### src/rtl/rom_load_scheduler_if.sv
// rtl/rom_load_scheduler_if.sv - shared SDRAM write port between the ROM load scheduler and memory
interface rom_load_scheduler_if;
    logic        sdram_req;
    logic [25:0] sdram_addr;
    logic [15:0] sdram_din;
    logic        sdram_ack;

    modport master (output sdram_req, output sdram_addr, output sdram_din, input sdram_ack);
    modport slave  (input sdram_req, input sdram_addr, input sdram_din, output sdram_ack);
endinterface

### src/rtl/rom_load_scheduler.sv
// rtl/rom_load_scheduler.sv - relocates region-tagged ROM words, buffers SDRAM writes, passes PROM words to BRAM
module rom_load_scheduler #(
    parameter int           FIFO_DEPTH  = 4,
    parameter logic [233:0] REGION_BASE = 234'h0,
    parameter logic [8:0]   SDRAM_MASK  = 9'b001111111
) (
    input  logic                   clk_sys,
    input  logic                   nreset,
    input  logic                   load_en,
    input  logic [8:0]             region_we,
    input  logic [25:0]            rom_addr,
    input  logic [15:0]            rom_data,
    output logic                   ioctl_wait,
    rom_load_scheduler_if.master   sdram,
    output logic [8:0]             bram_we,
    output logic [25:0]            bram_addr,
    output logic [15:0]            bram_data,
    output logic                   load_done,
    output logic                   multi_err
);
    localparam int PW = (FIFO_DEPTH > 2) ? $clog2(FIFO_DEPTH) : 1;
    localparam int CW = PW + 1;
    localparam logic [CW-1:0] FULL_CNT = CW'(FIFO_DEPTH);
    localparam logic [CW-1:0] WAIT_CNT = CW'(FIFO_DEPTH - 1);

    typedef enum logic [1:0] {S_IDLE, S_ISSUE, S_WAIT_ACK} state_t;

    state_t        state, state_next;
    logic [41:0]   mem [FIFO_DEPTH];
    logic [PW-1:0] wr_ptr, rd_ptr;
    logic [CW-1:0] count, count_next;
    logic          push, pop, issue_load;
    logic          sel_valid, sel_sdram, multi_hit;
    logic [25:0]   sel_base, reloc_addr;
    logic [8:0]    sel_onehot;
    logic          load_en_d, seen_load;

    // Descending scan so the lowest set strobe is the one that survives.
    always_comb begin
        sel_valid  = 1'b0;
        sel_sdram  = 1'b0;
        sel_base   = '0;
        sel_onehot = '0;
        for (int i = 8; i >= 0; i--) begin
            if (region_we[i]) begin
                sel_valid  = 1'b1;
                sel_sdram  = SDRAM_MASK[i];
                sel_base   = REGION_BASE[26*i +: 26];
                sel_onehot = 9'(1) << i;
            end
        end
    end

    assign multi_hit  = |(region_we & (region_we - 9'd1));
    assign reloc_addr = sel_base + rom_addr;
    assign push       = load_en && sel_valid && sel_sdram && (count != FULL_CNT);

    always_comb begin
        count_next = count;
        case ({push, pop})
            2'b10:   count_next = count + CW'(1);
            2'b01:   count_next = count - CW'(1);
            default: count_next = count;
        endcase
    end

    always_ff @(posedge clk_sys) begin
        if (push) mem[wr_ptr] <= {reloc_addr, rom_data};
    end

    always_ff @(posedge clk_sys or negedge nreset) begin
        if (!nreset) begin
            wr_ptr     <= '0;
            rd_ptr     <= '0;
            count      <= '0;
            ioctl_wait <= 1'b0;
        end else begin
            if (push) wr_ptr <= wr_ptr + PW'(1);
            if (pop)  rd_ptr <= rd_ptr + PW'(1);
            count      <= count_next;
            ioctl_wait <= (count_next >= WAIT_CNT);
        end
    end

    always_ff @(posedge clk_sys or negedge nreset) begin
        if (!nreset) state <= S_IDLE;
        else         state <= state_next;
    end

    always_comb begin
        state_next = state;
        case (state)
            S_IDLE:     if (count != '0) state_next = S_ISSUE;
            S_ISSUE:    state_next = S_WAIT_ACK;
            S_WAIT_ACK: if (sdram.sdram_ack) state_next = (count_next != '0) ? S_ISSUE : S_IDLE;
            default:    state_next = S_IDLE;
        endcase
    end

    always_comb begin
        issue_load = (state == S_ISSUE);
        pop        = (state == S_WAIT_ACK) && sdram.sdram_ack;
    end

    // Request, address and data are captured once at ISSUE and held until the ack.
    always_ff @(posedge clk_sys or negedge nreset) begin
        if (!nreset) begin
            sdram.sdram_req  <= 1'b0;
            sdram.sdram_addr <= '0;
            sdram.sdram_din  <= '0;
        end else if (issue_load) begin
            sdram.sdram_req  <= 1'b1;
            sdram.sdram_addr <= mem[rd_ptr][41:16];
            sdram.sdram_din  <= mem[rd_ptr][15:0];
        end else if (pop) begin
            sdram.sdram_req  <= 1'b0;
        end
    end

    always_ff @(posedge clk_sys or negedge nreset) begin
        if (!nreset) begin
            bram_we   <= '0;
            bram_addr <= '0;
            bram_data <= '0;
        end else if (load_en && sel_valid && !sel_sdram) begin
            bram_we   <= sel_onehot;
            bram_addr <= rom_addr;
            bram_data <= rom_data;
        end else begin
            bram_we   <= '0;
        end
    end

    always_ff @(posedge clk_sys or negedge nreset) begin
        if (!nreset) begin
            load_en_d <= 1'b0;
            seen_load <= 1'b0;
            load_done <= 1'b0;
            multi_err <= 1'b0;
        end else begin
            load_en_d <= load_en;
            if (load_en) seen_load <= 1'b1;
            if (load_en && !load_en_d)
                load_done <= 1'b0;
            else if (!load_en && seen_load && (count == '0) && (state == S_IDLE))
                load_done <= 1'b1;
            if (load_en && multi_hit) multi_err <= 1'b1;
        end
    end
endmodule

### src/flat_wrapper.sv
// flat-port wrapper written by rule: the top's interface ports become plain ports
module rom_load_scheduler_flat 
#(
    parameter int           FIFO_DEPTH  = 4,
    parameter logic [233:0] REGION_BASE = 234'h0,
    parameter logic [8:0]   SDRAM_MASK  = 9'b001111111
)
  (clk_sys, nreset, load_en, region_we, rom_addr, rom_data, ioctl_wait, bram_we, bram_addr, bram_data, load_done, multi_err, sdram_sdram_req, sdram_sdram_addr, sdram_sdram_din, sdram_sdram_ack);
  rom_load_scheduler_if sdram_i ();
  input  logic clk_sys;
  input  logic nreset;
  input  logic load_en;
  input  logic [8:0] region_we;
  input  logic [25:0] rom_addr;
  input  logic [15:0] rom_data;
  output logic ioctl_wait;
  output logic [8:0] bram_we;
  output logic [25:0] bram_addr;
  output logic [15:0] bram_data;
  output logic load_done;
  output logic multi_err;
  output wire logic [$bits(sdram_i.sdram_req)-1:0] sdram_sdram_req;
  output wire logic [$bits(sdram_i.sdram_addr)-1:0] sdram_sdram_addr;
  output wire logic [$bits(sdram_i.sdram_din)-1:0] sdram_sdram_din;
  input wire logic [$bits(sdram_i.sdram_ack)-1:0] sdram_sdram_ack;
  assign sdram_sdram_req = sdram_i.sdram_req;
  assign sdram_sdram_addr = sdram_i.sdram_addr;
  assign sdram_sdram_din = sdram_i.sdram_din;
  assign sdram_i.sdram_ack = sdram_sdram_ack;
  rom_load_scheduler #(.FIFO_DEPTH(FIFO_DEPTH), .REGION_BASE(REGION_BASE), .SDRAM_MASK(SDRAM_MASK)) u_core (.clk_sys(clk_sys), .nreset(nreset), .load_en(load_en), .region_we(region_we), .rom_addr(rom_addr), .rom_data(rom_data), .ioctl_wait(ioctl_wait), .sdram(sdram_i), .bram_we(bram_we), .bram_addr(bram_addr), .bram_data(bram_data), .load_done(load_done), .multi_err(multi_err));
endmodule
### config.mk
export PLATFORM = sky130hd
export DESIGN_NAME = rom_load_scheduler_flat
export DESIGN_NICKNAME = d
export VERILOG_FILES = /design/src/rtl/rom_load_scheduler_if.sv /design/src/rtl/rom_load_scheduler.sv /design/src/flat_wrapper.sv
export SDC_FILE = /design/constraint.sdc
export NUM_CORES = 1
export LEC_CHECK = 0
export CAP_MARGIN = 10
export CELL_PAD_IN_SITES_DETAIL_PLACEMENT = 1
export CELL_PAD_IN_SITES_GLOBAL_PLACEMENT = 1
export CORE_UTILIZATION = 46
export CTS_CLUSTER_DIAMETER = 100
export DETAILED_ROUTE_END_ITERATION = 8
export GPL_TIMING_DRIVEN = 0
export PLACE_DENSITY = 0.86
export SYNTH_ARGS = -nofsm -noshare
export SYNTH_HDL_FRONTEND = slang
export SYNTH_SLANG_ARGS = --single-unit
### constraint.sdc
create_clock -name clk_sys -period 2.9 [get_ports clk_sys]
set_clock_uncertainty 0.05 [all_clocks]
set_input_delay 0.58 -clock clk_sys [delete_from_list [all_inputs] [get_ports clk_sys]]
set_output_delay 0.58 -clock clk_sys [all_outputs]
set_load 0.01 [all_outputs]
Yosys cells after proc, flatten, opt, wreduce, memory -nomap -nowiden
Memories as Yosys holds them, arrays and structs flattened. A register that Yosys moved wholly into a read port is not among the register bits.
Cells that the tools add are included.
{"block": "op_classes", "reduce_logical": 22, "n_lt_le_gt_ge": 1, "muxes": 37, "n_addsub": 5, "n_bitwise": 1, "n_eq_ne": 7}
{"op": "$mux W9", "n": 10}
{"op": "$mux W1", "n": 23}
{"op": "$logic_and A1 B1 Y1", "n": 10}
{"op": "$and A9 B9 Y9", "n": 1}
{"op": "$reduce_or A9 Y1", "n": 1}
{"op": "$sub A9 B1 Y9 const B", "n": 1}
{"op": "$pmux W2 S3", "n": 1}
{"op": "$pmux W3 S2", "n": 1}
{"op": "$reduce_bool A3 Y1", "n": 2}
{"op": "$add A2 B1 Y2 const B", "n": 2}
{"op": "$eq A2 B1 Y1 const B", "n": 2}
{"op": "$eq A2 B2 Y1 const B", "n": 2}
{"op": "$logic_not A1 Y1", "n": 4}
{"op": "$mux W2", "n": 2}
{"op": "$reduce_bool A2 Y1", "n": 2}
{"op": "$add A3 B1 Y3 const B", "n": 1}
{"op": "$ge A3 B2 Y1 const B", "n": 1}
{"op": "$logic_not A3 Y1", "n": 1}
{"op": "$ne A3 B3 Y1 const B", "n": 1}
{"op": "$sub A3 B1 Y3 const B", "n": 1}
{"op": "$logic_not A2 Y1", "n": 1}
{"op": "$ne A2 B1 Y1 const B", "n": 1}
{"op": "$ne A2 B2 Y1 const B", "n": 1}
{"op": "$reduce_and A2 Y1", "n": 1}
{"block": "word_totals", "ram_bits": 168, "in_bits": 55, "out_inout_bits": 97, "wordCells": 87, "memories": 1, "register_bits": 66}
{"memory": "u_core.mem", "words": 4, "width": 42, "read_ports": 1, "rd_ports_with_merged_regs": 1, "write_ports": 1, "line_no": "rom_load_scheduler.sv:29", "rtl": "logic [41:0] mem [FIFO_DEPTH];"}

Logic depth before layout (Yosys ltp)
Gate-level depths: netlist of run 1.
{"block": "depth", "depth_word": 18, "ltp_mapped": 13, "mapped_depth_nobuf": 11}

Worst setup path after synthesis of run 1
OpenSTA, ideal clock, no wires.
{"block": "synth_timing", "kind": "input port to flip-flop", "startpoint": "input region_we[3]", "endpoint": "register u_core.state[0]", "arrival_ns": 3.046, "setup_time_ns": 0.129, "stages": 13, "path_slack_ns": -0.325, "required_ns": 2.721, "path_cell_list": "or4_1 buf_2 or2_4 and3_1 buf_6 inv_2 ha_1 inv_1 fa_1 xor2_1 nor2_1 xor2_1 o41a_1"}
{"block": "synth_between", "elab_chain_cells": 13, "elab_cells_between_ends": 18, "cone_classes": "2 x eq/ne; 12 x mux; 4 x reduce/logical"}
{"item": "start, declared", "line_no": "flat_wrapper.sv:13", "rtl": "input logic [8:0] region_we;"}
{"item": "$mux W1 (4 in a row)", "line_no": "rom_load_scheduler.sv:45", "rtl": "if (region_we[i]) begin"}
{"item": "$logic_and A1 B1 Y1", "line_no": "rom_load_scheduler.sv:56", "rtl": "assign push = load_en && sel_valid && sel_sdram && (count != FULL_CNT);"}
{"item": "$logic_and A1 B1 Y1 (*) (2 in a row)", "line_no": "rom_load_scheduler.sv:56"}
{"item": "$eq A2 B1 Y1 / $eq A2 B2 Y1 (equally long branches)", "line_no": "rom_load_scheduler.sv:60", "rtl": "case ({push, pop})"}
{"item": "$pmux W3 S2 (*)", "line_no": "rom_load_scheduler.sv:60"}
{"item": "net u_core.count_next[2]", "line_no": "rom_load_scheduler.sv:31", "rtl": "logic [CW-1:0] count, count_next;"}
{"item": "$reduce_bool A3 Y1 (*)", "line_no": "rom_load_scheduler.sv:95", "rtl": "S_WAIT_ACK: if (sdram.sdram_ack) state_next = (count_next != '0) ? S_ISSUE : S_IDLE;"}
{"item": "$mux W1 (*)", "line_no": "rom_load_scheduler.sv:95"}
{"item": "$mux W2 (*)", "line_no": "rom_load_scheduler.sv:95"}
{"item": "$pmux W2 S3 (*)", "line_no": "rom_load_scheduler.sv:92", "rtl": "case (state)"}
{"item": "end signal, assigned", "line_no": "rom_load_scheduler.sv:87", "rtl": "else state <= state_next;"}
{"item": "end, declared", "line_no": "rom_load_scheduler.sv:28", "rtl": "state_t state, state_next;"}
Mark *: on every way through the listed nets, which the timed path passes. The rest lies on a longest branch. The select of a mux whose other input is x is not followed.
A chain may end at the register's enable or synchronous reset.

Final worst setup path of run 1
{"block": "layout_timing", "startpoint": "input region_we[0]", "endpoint": "register u_core.state[0]"}
{"block": "layout_between", "elab_chain_cells": 10, "elab_cells_between_ends": 12, "cone_classes": "2 x eq/ne; 6 x mux; 4 x reduce/logical"}
{"item": "$mux W1", "line_no": "rom_load_scheduler.sv:45"}
{"item": "$logic_and A1 B1 Y1", "line_no": "rom_load_scheduler.sv:56"}
{"item": "$logic_and A1 B1 Y1 (*) (2 in a row)", "line_no": "rom_load_scheduler.sv:56"}
{"item": "$eq A2 B1 Y1 / $eq A2 B2 Y1 (equally long branches)", "line_no": "rom_load_scheduler.sv:60"}
{"item": "$pmux W3 S2 (*)", "line_no": "rom_load_scheduler.sv:60"}
{"item": "net u_core.count_next[2]", "line_no": "rom_load_scheduler.sv:31"}
{"item": "$reduce_bool A3 Y1 (*)", "line_no": "rom_load_scheduler.sv:95"}
{"item": "$mux W1 (*)", "line_no": "rom_load_scheduler.sv:95"}
{"item": "$mux W2 (*)", "line_no": "rom_load_scheduler.sv:95"}
{"item": "$pmux W2 S3 (*)", "line_no": "rom_load_scheduler.sv:92"}
Marks and branches as above.

==> results.txt, run 1 <==
----------------------------------------------------
[Outcome]
  Outcome ... complete, no violations

[Cells and area]
  Filler-free cell count of the finished design ... 989
  Ratio of cells with drive above 1 in the final layout ... 24.8%
  Top library cells by usage in the layout, fill and taps aside ... sky130_fd_sc_hd__edfxtp_1 (168), sky130_fd_sc_hd__clkdlybuf4s50_1 (145), sky130_fd_sc_hd__dfrtp_1 (108)
  Antenna Cells ... 0
  Net count reported at finish ... 746
  Layout filler cell count ... 1833
  Commonest non-fill, non-tap cell in the layout ... sky130_fd_sc_hd__edfxtp_1
  Area Growth Syn to Fin ... 32.2%

[Timing]
  Final-layout setup total negative slack ... 0 ps
  Slew headroom ... 52.0%
  Fin crit period ... 2840 ps
  Final Max Slew Viols ... 0
  Final setup vio count ... 0
  Fmax achieved ... 352 MHz
  Hold Violations, Final ... 0
  Final critical-path share of the clock period ... 98.0%
  Unrepaired setup endpoints after global routing ... no
  Actual slew at the worst max-slew pin ... 718 ps

[Synth]
  Number of enable-type register cells in the synthesized netlist ... 168
  Post-Syn Instances ... 485
  Xor/xnor cell area share of the yosys netlist ... 0.513%
  Post-Synthesis Cell Area ... 10200 sq um
  Proportion of synthesized chip area in sequential cells ... 75.6%
  Number of synthesized register bits ... 276
  Post-synthesis share of cell area spent on full adders, half adders and majority gates ... 0.904%
  Yosys cell types ... 42
  Flip-flop cell with the highest count after synthesis ... sky130_fd_sc_hd__edfxtp_1
  Fraction of synthesized area in multiplexers ... 18.7%
  Synthesized area divided by synthesized cell count ... 21.1 sq um
  Basic-gate share of the synthesized area counting and, or, nand and nor cells ... 1.55%
  Largest family of logic cells by synthesized area ... multiplexers
  Asr flop ratio synth ... 39.1%
  YS warnings ... 0
  Synth Area in Compound Gates ... 0.855%

[Worst setup path]
  CP cell instances ... clkdlybuf4s15_2 > or4_4 > buf_6 > or2_4 > and3_4 > inv_4 > ha_4 > inv_2 > fa_2 > xor2_1 > nor2_1 > xor2_1 > o41a_1
  Crit path arrival time ... 3200 ps
  Highest net fanout along the worst path ... 3
  Cell depth of the worst setup path ... 13
  Critical Setup Path Class ... in2reg
  Kind of end point of the critical path ... flip-flop
  Worst path top cell family by delay ... simple AND/OR/NAND/NOR gates
  Critical-path top delay cell ... sky130_fd_sc_hd__or4_4
  Buffers & Inverters on Critical Path ... 4
  Most frequent CP cell ... sky130_fd_sc_hd__xor2_1
  Cell depth of the worst flop-to-flop path ... 11
  Required @ worst endpoint ... 3260 ps
  Crit path launch type ... input pin
  Largest stage delay on the critical path ... 510 ps
  Worst reg2reg setup slack ... 450 ps

[Placed design]
  Placed Cells incl. Taps ... 927
  Gpl congestion ... 0.739
  Post-DP HPWL ... 14300 um
  Number of port buffers ... 151

[Die]
  Area enclosed by the die boundary ... 22900 sq um
  Core box area ... 21800 sq um
  Starting density of the core ... 46.9%
  Rows ... 54
  Total I/O pin count ... 152
  Overall die height ... 151 um
  Horizontal extent of the die ... 151 um

[Detailed routing]
  Vias after detailed routing ... 5232
  Average wire per cell in the routed design ... 22.7 um
  Number of routed nets with antenna violations ... 0
  DRC Markers ... 0
  Iter 0 DRT Violations ... 199
  Count of TritonRoute iterations in the first routing pass ... 4
  Final wirelength ... 22400 um
  Via density ... 5.29

[CTS]
  Clock-pin slew on the worst setup and hold paths ... 60 ps
  Cts bufs inserted ... 30
  Library cell used as clock root buffer ... sky130_fd_sc_hd__clkbuf_16
  CTS H-tree lvls ... 1
  Clk sinks ... 276
  Clock latency reported for the late side of the worst-skew pair ... 540 ps
  Maximum count of clock buffers along a single path ... 3
  CTS tree ... done

[Global route]
  Gr usage total ... 20.2%
  Via count of the first global-routing pass ... 5890
  Total grt overflow ... 0
  Initial antenna violation count ... 0
  Largest net degree at the start of global routing ... 88
  First-pass GRT wire length ... 33800 um

[Hold path]
  Worst hold-check path type ... in2reg
  Worst Hold Depth ... 3

[Power]
  Peak supply drop ... 0.721 mV
  Cell area power density ... 1020 nW/um^2
  Leakage Power ... 5.12 nW

[Run]
  Max-Cap Viols ... 0

----------------------------------------------------
[registers in the layout (all words and copies together), names as in the netlist, 2 cells and up]
| signal | flops |
|---|---|
| u_core.bram_data | 16 |
| u_core.rd_ptr | 2 |
| u_core.count | 3 |
| u_core.wr_ptr | 2 |
| u_core.mem | 168 |
| u_core.sdram.sdram_addr | 26 |
| u_core.sdram.sdram_din | 16 |
| u_core.state | 2 |
| u_core.bram_we | 9 |
| u_core.bram_addr | 26 |
[worst paths after layout]
check,start,endpoint
max,region_we[0],u_core.state[0]$_DFFE_PN0P_
min,region_we[5],u_core.bram_we[8]$_DFF_PN0_
max reg2reg,u_core.count[0]$_DFF_PN0_,u_core.state[0]$_DFFE_PN0P_
min reg2reg,u_core.seen_load$_DFFE_PN0P_,u_core.seen_load$_DFFE_PN0P_
max in group asynchronous,nreset,u_core.bram_data[6]$_DFFE_PN0P_
min in group asynchronous,nreset,u_core.sdram.sdram_addr[12]$_DFFE_PN0P_
[synth_stat cells (2+ instances only)]
cell | n | area [sq um]
sky130_fd_sc_hd__and2_1 | 5 | 31.3
sky130_fd_sc_hd__mux2_1 | 42 | 473
sky130_fd_sc_hd__nand3_1 | 2 | 10.0
sky130_fd_sc_hd__buf_12 | 3 | 60.1
sky130_fd_sc_hd__o21ai_1 | 2 | 10.0
sky130_fd_sc_hd__edfxtp_1 | 168 | 5040
sky130_fd_sc_hd__or3_1 | 3 | 18.8
sky130_fd_sc_hd__nor2_1 | 3 | 11.3
sky130_fd_sc_hd__xnor2_1 | 4 | 35.0
sky130_fd_sc_hd__ha_1 | 5 | 62.6
sky130_fd_sc_hd__mux4_2 | 42 | 946
sky130_fd_sc_hd__dfrtp_1 | 108 | 2700
sky130_fd_sc_hd__a21o_1 | 2 | 15.0
sky130_fd_sc_hd__nor4_1 | 3 | 18.8
sky130_fd_sc_hd__nand2_1 | 2 | 7.51
sky130_fd_sc_hd__clkbuf_1 | 10 | 37.5
sky130_fd_sc_hd__buf_2 | 5 | 25.0
sky130_fd_sc_hd__mux2_2 | 42 | 473
sky130_fd_sc_hd__inv_1 | 8 | 30.0
sky130_fd_sc_hd__o21ai_0 | 3 | 15.0
sky130_fd_sc_hd__xor2_1 | 2 | 17.5
[kinds of logic (layout without fill, tap and decap cells)]
family / after synthesis / in the layout
AOI/OAI and AO/OA: 13 / 13
xor gates and xnor gates: 6 / 6
adders and majority gates: 7 / 7
buffers and inverters: 29 / 247
DFF: 276 / 276
muxes: 128 / 128
other: 1 / 7
and+or+nand+nor: 25 / 25
[tightest hold or removal path, stage by stage]
cell and delay, ps:
sky130_fd_sc_hd__dlymetal6s2s_1 140, sky130_fd_sc_hd__or3_4 150, sky130_fd_sc_hd__nor4_1 50
[power by group]
| part | switching [mW] | leakage [nW] | internal [mW] |
|---|---|---|---|
| registers | 0.381 | 2.89 | 5.16 |
| clock network | 1.53 | 0.580 | 3.00 |
| logic | 1.72 | 1.65 | 2.03 |
[cell type report]
| class | count | area [sq um] | share of cell area (%) |
|---|---|---|---|
| plain buffers | 19 | 144 | 1.06 |
| inverters | 9 | 36.3 | 0.268 |
| clock inverters | 20 | 388 | 2.87 |
| flip-flops and latches | 276 | 7750 | 57.2 |
| clock buffers | 36 | 825 | 6.09 |
| well taps | 280 | 350 | 2.59 |
| multi-input cells | 186 | 2370 | 17.5 |
| repair buffers | 163 | 1670 | 12.4 |
[repair_timing]
action | in CTS | in global routing
setup buffers | 5 | 1
gates resized for setup | 13 | 2
endpoints found under the hold margin | 21 | 0
pin swaps | 7 | 4
hold buffers | 1 | 0
setup endpoints to repair | 3 | 3
[metrics by stage]
step / instance area [sq um] / hold WS, ps / power [mW] / worst slack, ps / utilization (%)
6_report: 13500 / 383 / 13.8 / 57.4 / 62.0
5_1_grt: 13500 / 396 / 14.4 / 9.78 / 62.0
4_1_cts: 13500 / 410 / 14.0 / 7.50 / 62.0
3_5_place_dp: 12300 / 406 / 9.36 / -834 / 56.2
3_3_place_gp: 12100 / 391 / 9.05 / -3200 / 55.7
2_1_floorplan: 10300 / 234 / 7.66 / -236 / -
[routing by layer]
layer	vias up	wire length, um	part of all wire (%)	GRT usage [%]
met5	-	0	0	0
met4	0	530	2.4	6.10
met3	39	967	4.3	3.31
met2	133	11900	53	36.8
met1	2772	9000	40	24.4
li1	2288	-	-	-
Power figures use the tool's default switching activity.
==> run 2: changes to the inputs <==
--- a/config.mk
+++ b/config.mk
@@ -11,6 +11,7 @@
 export CORE_UTILIZATION = 46
 export CTS_CLUSTER_DIAMETER = 100
 export DETAILED_ROUTE_END_ITERATION = 8
+export GPL_ROUTABILITY_DRIVEN = 0
 export GPL_TIMING_DRIVEN = 0
 export PLACE_DENSITY = 0.86
 export SYNTH_ARGS = -nofsm -noshare
==> results of run 2 <==
No change in the layout: final DEF, timing and power equal those of run 1.
